<file path="config.mk">
export PLATFORM = sky130hd
export DESIGN_NAME = joypad_hub
export DESIGN_NICKNAME = d
export VERILOG_FILES = /design/src/rtl/joypad_pkg.sv /design/src/rtl/joypad_channel.sv /design/src/rtl/joypad_hub.sv
export SDC_FILE = /design/constraint.sdc
export NUM_CORES = 1
export LEC_CHECK = 0
export CORE_ASPECT_RATIO = 0.75
export CORE_UTILIZATION = 40
export DETAILED_ROUTE_END_ITERATION = 8
export GPL_ROUTABILITY_DRIVEN = 0
export PLACE_DENSITY = 0.56
export SETUP_SLACK_MARGIN = 0.1
export SYNTH_ARGS = -nofsm -noshare
export SYNTH_HDL_FRONTEND = slang
export SYNTH_SLANG_ARGS = --single-unit
</file>
<file path="constraint.sdc">
create_clock -name I_clock -period 3.3 [get_ports I_clock]
set_clock_uncertainty 0.05 [all_clocks]
set_input_delay 0.66 -clock I_clock [delete_from_list [all_inputs] [get_ports I_clock]]
set_output_delay 0.66 -clock I_clock [all_outputs]
set_load 0.05 [all_outputs]
</file>
<file path="src/rtl/joypad_pkg.sv">
// Shared types and constants for the multiplexed joypad hub.
package joypad_pkg;

  // Scanner phases: select low, select high, then one commit cycle.
  typedef enum logic [1:0] {
    S_LOW    = 2'd0,
    S_HIGH   = 2'd1,
    S_COMMIT = 2'd2
  } scan_state_t;

  // One frame holds both halves of a six-pin pad: [5:0] half A, [11:6] half B.
  localparam int C_frame_bits = 12;

  // Number of report bits that have a button behind them.
  localparam int C_map_bits = 8;

  // Frame index for each report bit: A, B, Select, Start, Up, Down, Left, Right.
  localparam logic [3:0] C_report_map [C_map_bits] = '{
    4'd11, 4'd10, 4'd4, 4'd5, 4'd6, 4'd7, 4'd8, 4'd9
  };

  // A connected pad ties half A pins 2 and 3 low.
  localparam logic [3:0] C_present_bits [2] = '{4'd2, 4'd3};

endpackage

</file>
<file path="src/rtl/joypad_channel.sv">
// One pad: frame debounce, report mapping, presence flag and the serial
// strobe/read shifter seen by the CPU.
//
// Handshake: load is a level; while it is high the shifter reloads every
// cycle and rden is ignored. With load low, every cycle rden is high shifts
// the report one bit towards data, filling with 1.
module joypad_channel
  import joypad_pkg::*;
#(
  parameter int P_report_bits = 8,
  parameter int P_debounce    = 4
) (
  input  logic                    clock,
  input  logic                    rst_n,
  input  logic                    commit,
  input  logic [C_frame_bits-1:0] frame,
  input  logic                    load,
  input  logic                    rden,
  output logic                    data,
  output logic                    present
);

  localparam int C_cnt_bits = $clog2(P_debounce + 1);
  localparam logic [C_cnt_bits-1:0] C_cnt_max = C_cnt_bits'(P_debounce);

  logic [C_frame_bits-1:0]  candidate;
  logic [C_frame_bits-1:0]  candidate_next;
  logic [C_frame_bits-1:0]  stable;
  logic [C_cnt_bits-1:0]    count;
  logic [C_cnt_bits-1:0]    count_next;
  logic [P_report_bits-1:0] report;
  logic [P_report_bits-1:0] shreg;

  // Candidate/run-length update for the frame offered in this commit.
  always_comb begin
    candidate_next = candidate;
    count_next     = count;
    if (frame == candidate) begin
      if (count != C_cnt_max) count_next = count + 1'b1;
    end else begin
      candidate_next = frame;
      count_next     = C_cnt_bits'(1);
    end
  end

  // Debounce registers; stable only moves once the run reaches P_debounce.
  always_ff @(posedge clock) begin
    if (!rst_n) begin
      candidate <= '0;
      count     <= '0;
      stable    <= '0;
    end else if (commit) begin
      candidate <= candidate_next;
      count     <= count_next;
      if (count_next == C_cnt_max) stable <= candidate_next;
    end
  end

  // Report bits beyond the button map read as released.
  for (genvar i = 0; i < P_report_bits; i++) begin : g_map
    if (i < C_map_bits) begin : g_bit
      assign report[i] = stable[C_report_map[i]];
    end else begin : g_pad
      assign report[i] = 1'b0;
    end
  end

  assign present = stable[C_present_bits[0]] & stable[C_present_bits[1]];

  // Serial shifter: load wins over rden; reads past the end return 1.
  always_ff @(posedge clock) begin
    if (!rst_n) begin
      shreg <= '0;
    end else if (load) begin
      shreg <= report;
    end else if (rden) begin
      shreg <= {1'b1, shreg[P_report_bits-1:1]};
    end
  end

  assign data = load ? report[0] : shreg[0];

endmodule

</file>
<file path="src/rtl/joypad_hub.sv">
// Multi-port joypad hub: one shared select-line scanner feeding a
// debounce/report/shift channel per pad port.
module joypad_hub
  import joypad_pkg::*;
#(
  parameter int P_channels    = 2,
  parameter int P_pin_bits    = 6,   // must be 6: one half of a 12-bit frame
  parameter int P_report_bits = 8,
  parameter int P_settle      = 8,   // minimum 1
  parameter int P_debounce    = 4    // minimum 1
) (
  input  logic                             I_clock,
  input  logic                             I_reset,
  input  logic [P_channels*P_pin_bits-1:0] I_joy_bits,
  output logic [P_channels-1:0]            O_joy_mode,
  input  logic [P_channels-1:0]            I_GPIO_load,
  input  logic [P_channels-1:0]            I_GPIO_rden,
  output logic [P_channels-1:0]            O_GPIO_data,
  output logic [P_channels-1:0]            O_present
);

  localparam int C_settle_bits = $clog2(P_settle + 1);
  localparam logic [C_settle_bits-1:0] C_settle_last = C_settle_bits'(P_settle);

  scan_state_t                      state;
  scan_state_t                      state_next;
  logic [C_settle_bits-1:0]         settle_cnt;
  logic                             settle_done;
  logic                             mode;
  logic                             sample_a;
  logic                             sample_b;
  logic                             commit;
  logic [P_channels*P_pin_bits-1:0] half_a;
  logic [P_channels*P_pin_bits-1:0] half_b;

  assign settle_done = (settle_cnt == C_settle_last);

  // State register; the settle counter restarts on every state entry.
  always_ff @(posedge I_clock) begin
    if (!I_reset) begin
      state      <= S_LOW;
      settle_cnt <= '0;
    end else begin
      state <= state_next;
      if (state_next != state) settle_cnt <= '0;
      else                     settle_cnt <= settle_cnt + 1'b1;
    end
  end

  // Next state: each select level is held P_settle+1 cycles, then one commit.
  always_comb begin
    state_next = state;
    case (state)
      S_LOW:    if (settle_done) state_next = S_HIGH;
      S_HIGH:   if (settle_done) state_next = S_COMMIT;
      S_COMMIT: state_next = S_LOW;
      default:  state_next = S_LOW;
    endcase
  end

  // Outputs: select level, sample strobes on the last settle cycle, commit.
  always_comb begin
    mode     = 1'b0;
    sample_a = 1'b0;
    sample_b = 1'b0;
    commit   = 1'b0;
    case (state)
      S_LOW:    sample_a = settle_done;
      S_HIGH: begin
        mode     = 1'b1;
        sample_b = settle_done;
      end
      S_COMMIT: commit = 1'b1;
      default:  ;
    endcase
  end

  // Raw half captures; reset returns them to the released (all-high) level.
  always_ff @(posedge I_clock) begin
    if (!I_reset) begin
      half_a <= '1;
      half_b <= '1;
    end else begin
      if (sample_a) half_a <= I_joy_bits;
      if (sample_b) half_b <= I_joy_bits;
    end
  end

  assign O_joy_mode = {P_channels{mode}};

  for (genvar n = 0; n < P_channels; n++) begin : g_chan
    logic [C_frame_bits-1:0] frame;

    // Pins are active-low; the frame stores 1 = pressed.
    assign frame = ~{half_b[n*P_pin_bits +: P_pin_bits],
                     half_a[n*P_pin_bits +: P_pin_bits]};

    joypad_channel #(
      .P_report_bits (P_report_bits),
      .P_debounce    (P_debounce)
    ) u_chan (
      .clock   (I_clock),
      .rst_n   (I_reset),
      .commit  (commit),
      .frame   (frame),
      .load    (I_GPIO_load[n]),
      .rden    (I_GPIO_rden[n]),
      .data    (O_GPIO_data[n]),
      .present (O_present[n])
    );
  end

endmodule

</file>
==> results.tsv <==
stage	metric	value	unit
logic_synthesis	Seq/Total Area, Yosys	0.4686	
timing	Fmax	375.2	MHz
global_routing	GRT Total Usage	0.1805	
routing	Detailed Route WL	8812	µm
clock_tree	clock sinks	96	
timing	setup_tns	0	ns
logic_synthesis	Avg Cell Area, Syn	8.370	µm²
logic_synthesis	Syn Std Cell Area	0.004101	mm²
worst_setup_path	worst r2r src	half_a[4]$_SDFFE_PN1P_	
routing	DRT Pass-1 Iters	7	
timing	Max-slew headroom	0.4550	
worst_setup_path	worst reg2reg endpoint	g_chan[0].u_chan.stable[8]$_SDFFE_PN0P_	
worst_setup_path	CP max stage delay	0.66	ns
place	buffers added on ports	23	
final_layout	# nets final	521	
timing	Worst-Margin Slew	0.8157	ns
routing	Remaining DRCs	0	
worst_setup_path	critical-path cell with the highest stage delay	clkdlybuf4s50_1	
final_layout	post-route cell area	0.004787	mm²
routing	Via-to-Cell Ratio	5.145	
hold_path	WHS Endpoint	settle_cnt[0]$_SDFF_PP0_	
final_layout	fillcell total	1018	
timing	final hold violation count	0	
global_routing	vias in the first global route	3026	
hold_path	hold path start	settle_cnt[0]$_SDFF_PP0_	
final_layout	share of cells above drive strength 1	0.06375	
routing	Initial DRC Count	189	
clock_tree	Hold-fix buffers, CTS	0	
final_layout	commonest cells after routing, fill and taps aside	dfxtp_1, nor2_1, nand2_1	
routing	DR vias	3262	
power_and_ir_drop	Max IR drop VDD	270.7	µV
final_layout	multi-input logic area	0.001971	mm²
timing	Final Cycle Share	0.8076	
power_and_ir_drop	P_leak	1.788	nW
routing	Detail Route Antenna Nets	0	
floorplan	I/O pin count	24	
worst_setup_path	Setup crit end kind	output port	
logic_synthesis	post-synthesis cell count	490	
timing	Tmin final	2.665	ns
timing	final setup vio count	0	
logic_synthesis	Synth Net Count	514	
global_routing	largest net degree at the start of global routing	31	
power_and_ir_drop	PwrDens	512.3	mW/mm²
clock_tree	CTS tree	done	
floorplan	row count	31	
final_layout	register area	0.001922	mm²
final_layout	area grow syn2layout	16.72	%
global_routing	antenna violations before repair	0	
worst_setup_path	Top delay family on crit path	buffers and inverters	
timing	RSZ-0062 raised after global routing	no	
worst_setup_path	Max FO, Critical Path	17	
clock_tree	worst-skew pair later-pin latency	0.34	ns
clock_tree	Root Buffer	clkbuf_16	
flow_run	# Max-Cap Violations	0	
logic_synthesis	count of cell types in the netlist	37	
logic_synthesis	Yosys reg bits	96	
worst_setup_path	CP Class	in -> out	
place	Placed Area	0.004432	mm²
floorplan	Die Ht	89.70	µm
clock_tree	CTS resizes	0	
floorplan	Placeable Area	0.009813	mm²
logic_synthesis	YS warnings	0	
worst_setup_path	worst r2r path cells	5	
worst_setup_path	CP Launch Type	input pin	
global_routing	Congestion Overflow GR	0	
floorplan	Die Area	0.01067	mm²
floorplan	die width	118.9	µm
clock_tree	buffers inserted by post-CTS timing repair	0	
routing	Avg WL per Cell	13.90	µm
clock_tree	Max clock buf depth	2	
hold_path	Min-Delay Path Class	reg -> reg	
worst_setup_path	WP data required	2.59	ns
final_layout	most common cell after layout, fill and taps aside	dfxtp_1	
worst_setup_path	Buf/Inv on CP	2	
worst_setup_path	Worst EP arrival	1.95	ns
status	status	finished clean	
clock_tree	Num CTS Buffers	9	
clock_tree	H-tree depth	3	
timing	Slew Limit Fails	0	
worst_setup_path	reg2reg setup slack	1.03	ns
place	Final HPWL DP	6239	µm
hold_path	hold path cells	1	
clock_tree	Clock transition at path regs	0.06	ns
worst_setup_path	CP cell instances	clkdlybuf4s50_1 -> o21ai_0 -> buf_12	
final_layout	Ant. Diodes	0	
global_routing	first-pass GRT wire length	15000	µm
floorplan	Starting Density	0.4180	
-- final cells by class --
cell class / count / area share
clock buffers: 11 / 0.05280
clock inverters: 5 / 0.02143
inverters: 11 / 0.008625
multi-input cells: 345 / 0.4117
flip-flops and latches: 96 / 0.4015
well taps: 132 / 0.03450
repair buffers: 34 / 0.06952
-- registers in the layout, indices dropped and copies added (netlist names), named ones only --
name / flops
g_chan.u_chan.candidate: 20
state: 2
g_chan.u_chan.count: 6
g_chan.u_chan.stable: 20
settle_cnt: 4
half_a: 12
half_b: 12
g_chan.u_chan.shreg: 16
-- per-stage QoR --
| stage | total power [mW] | setup slack, ns | instances | utilization | hold slack [ns] |
|---|---|---|---|---|---|
| floorplan | 1.237 | 1.145 | 490 | - | 0.3797 |
| global placement | 1.272 | 0.6646 | 618 | 0.4516 | 0.3988 |
| detailed placement | 1.273 | 0.6330 | 618 | 0.4516 | 0.4144 |
| CTS | 2.484 | 0.6238 | 634 | 0.4878 | 0.4255 |
| global route | 2.546 | 0.5074 | 634 | 0.4878 | 0.4370 |
| finish | 2.453 | 0.6351 | 634 | 0.4878 | 0.4211 |
-- power breakdown --
part / switching (mW) / leakage (nW) / total, mW / internal (mW)
Clock: 0.427 / 0.172 / 1.21 / 0.780
Sequential: 0.00441 / 0.775 / 1.17 / 1.16
Combinational: 0.0434 / 0.841 / 0.0774 / 0.0340
Total: 0.474 / 1.79 / 2.45 / 1.98
-- cell families after synthesis --
| family | Yosys count | share of synthesized area |
|---|---|---|
| muxes | 15 | 0.03661 |
| AOI/OAI and AO/OA | 105 | 0.1492 |
| xor gates and xnor gates | 27 | 0.05766 |
| DFF | 96 | 0.4686 |
| buffers and inverters | 49 | 0.05095 |
| and+or+nand+nor | 192 | 0.2187 |
| adders and majority gates | 6 | 0.01830 |
-- layer usage --
layer	wire [µm]	track usage	part of all wire
met2	3496	0.2637	0.40
met5	0	0	0
met1	4795	0.2605	0.54
met3	403	0.04419	0.046
met4	116	0.05869	0.013
-- cell usage after synthesis --
library cell	count	area share
o21ai_0	10	0.012
nor4b_1	1	0.0021
buf_2	2	0.0024
nor2_1	60	0.055
xnor2_1	1	0.0021
a32oi_1	1	0.0021
ha_1	6	0.018
nor4_1	2	0.0031
a41oi_1	1	0.0021
nor3_1	5	0.0061
or4_1	1	0.0018
and4_1	3	0.0064
a21o_1	1	0.0018
a31oi_1	3	0.0046
nand2_1	55	0.050
mux2i_1	15	0.037
inv_1	10	0.0092
or3_1	15	0.023
nand2b_1	2	0.0031
nand3_1	26	0.032
dfxtp_1	96	0.47
or3b_2	1	0.0021
inv_2	1	0.00091
nor3b_1	2	0.0037
a211oi_1	23	0.042
nor2b_1	3	0.0046
nand3b_1	5	0.0092
clkbuf_1	30	0.027
nand4_1	6	0.0092
buf_4	6	0.011
xor2_1	26	0.056
o41ai_1	2	0.0043
a31o_2	1	0.0021
a311oi_1	1	0.0021
a21oi_1	52	0.063
o21ai_1	10	0.012
and2_1	5	0.0076
-- worst max path at each step --
stage / cells after the start / slack [ns] / from / to
after detailed placement: 3 / 0.63 / I_GPIO_load[1] / O_GPIO_data[1]
after global placement: 3 / 0.66 / I_GPIO_load[1] / O_GPIO_data[1]
after floorplan: 4 / 1.15 / I_GPIO_load[0] / O_GPIO_data[0]
after global routing: 4 / 0.51 / I_GPIO_load[0] / O_GPIO_data[0]
after CTS: 3 / 0.62 / I_GPIO_load[1] / O_GPIO_data[1]
final: 3 / 0.64 / I_GPIO_load[1] / O_GPIO_data[1]
Power figures use the tool's default switching activity.
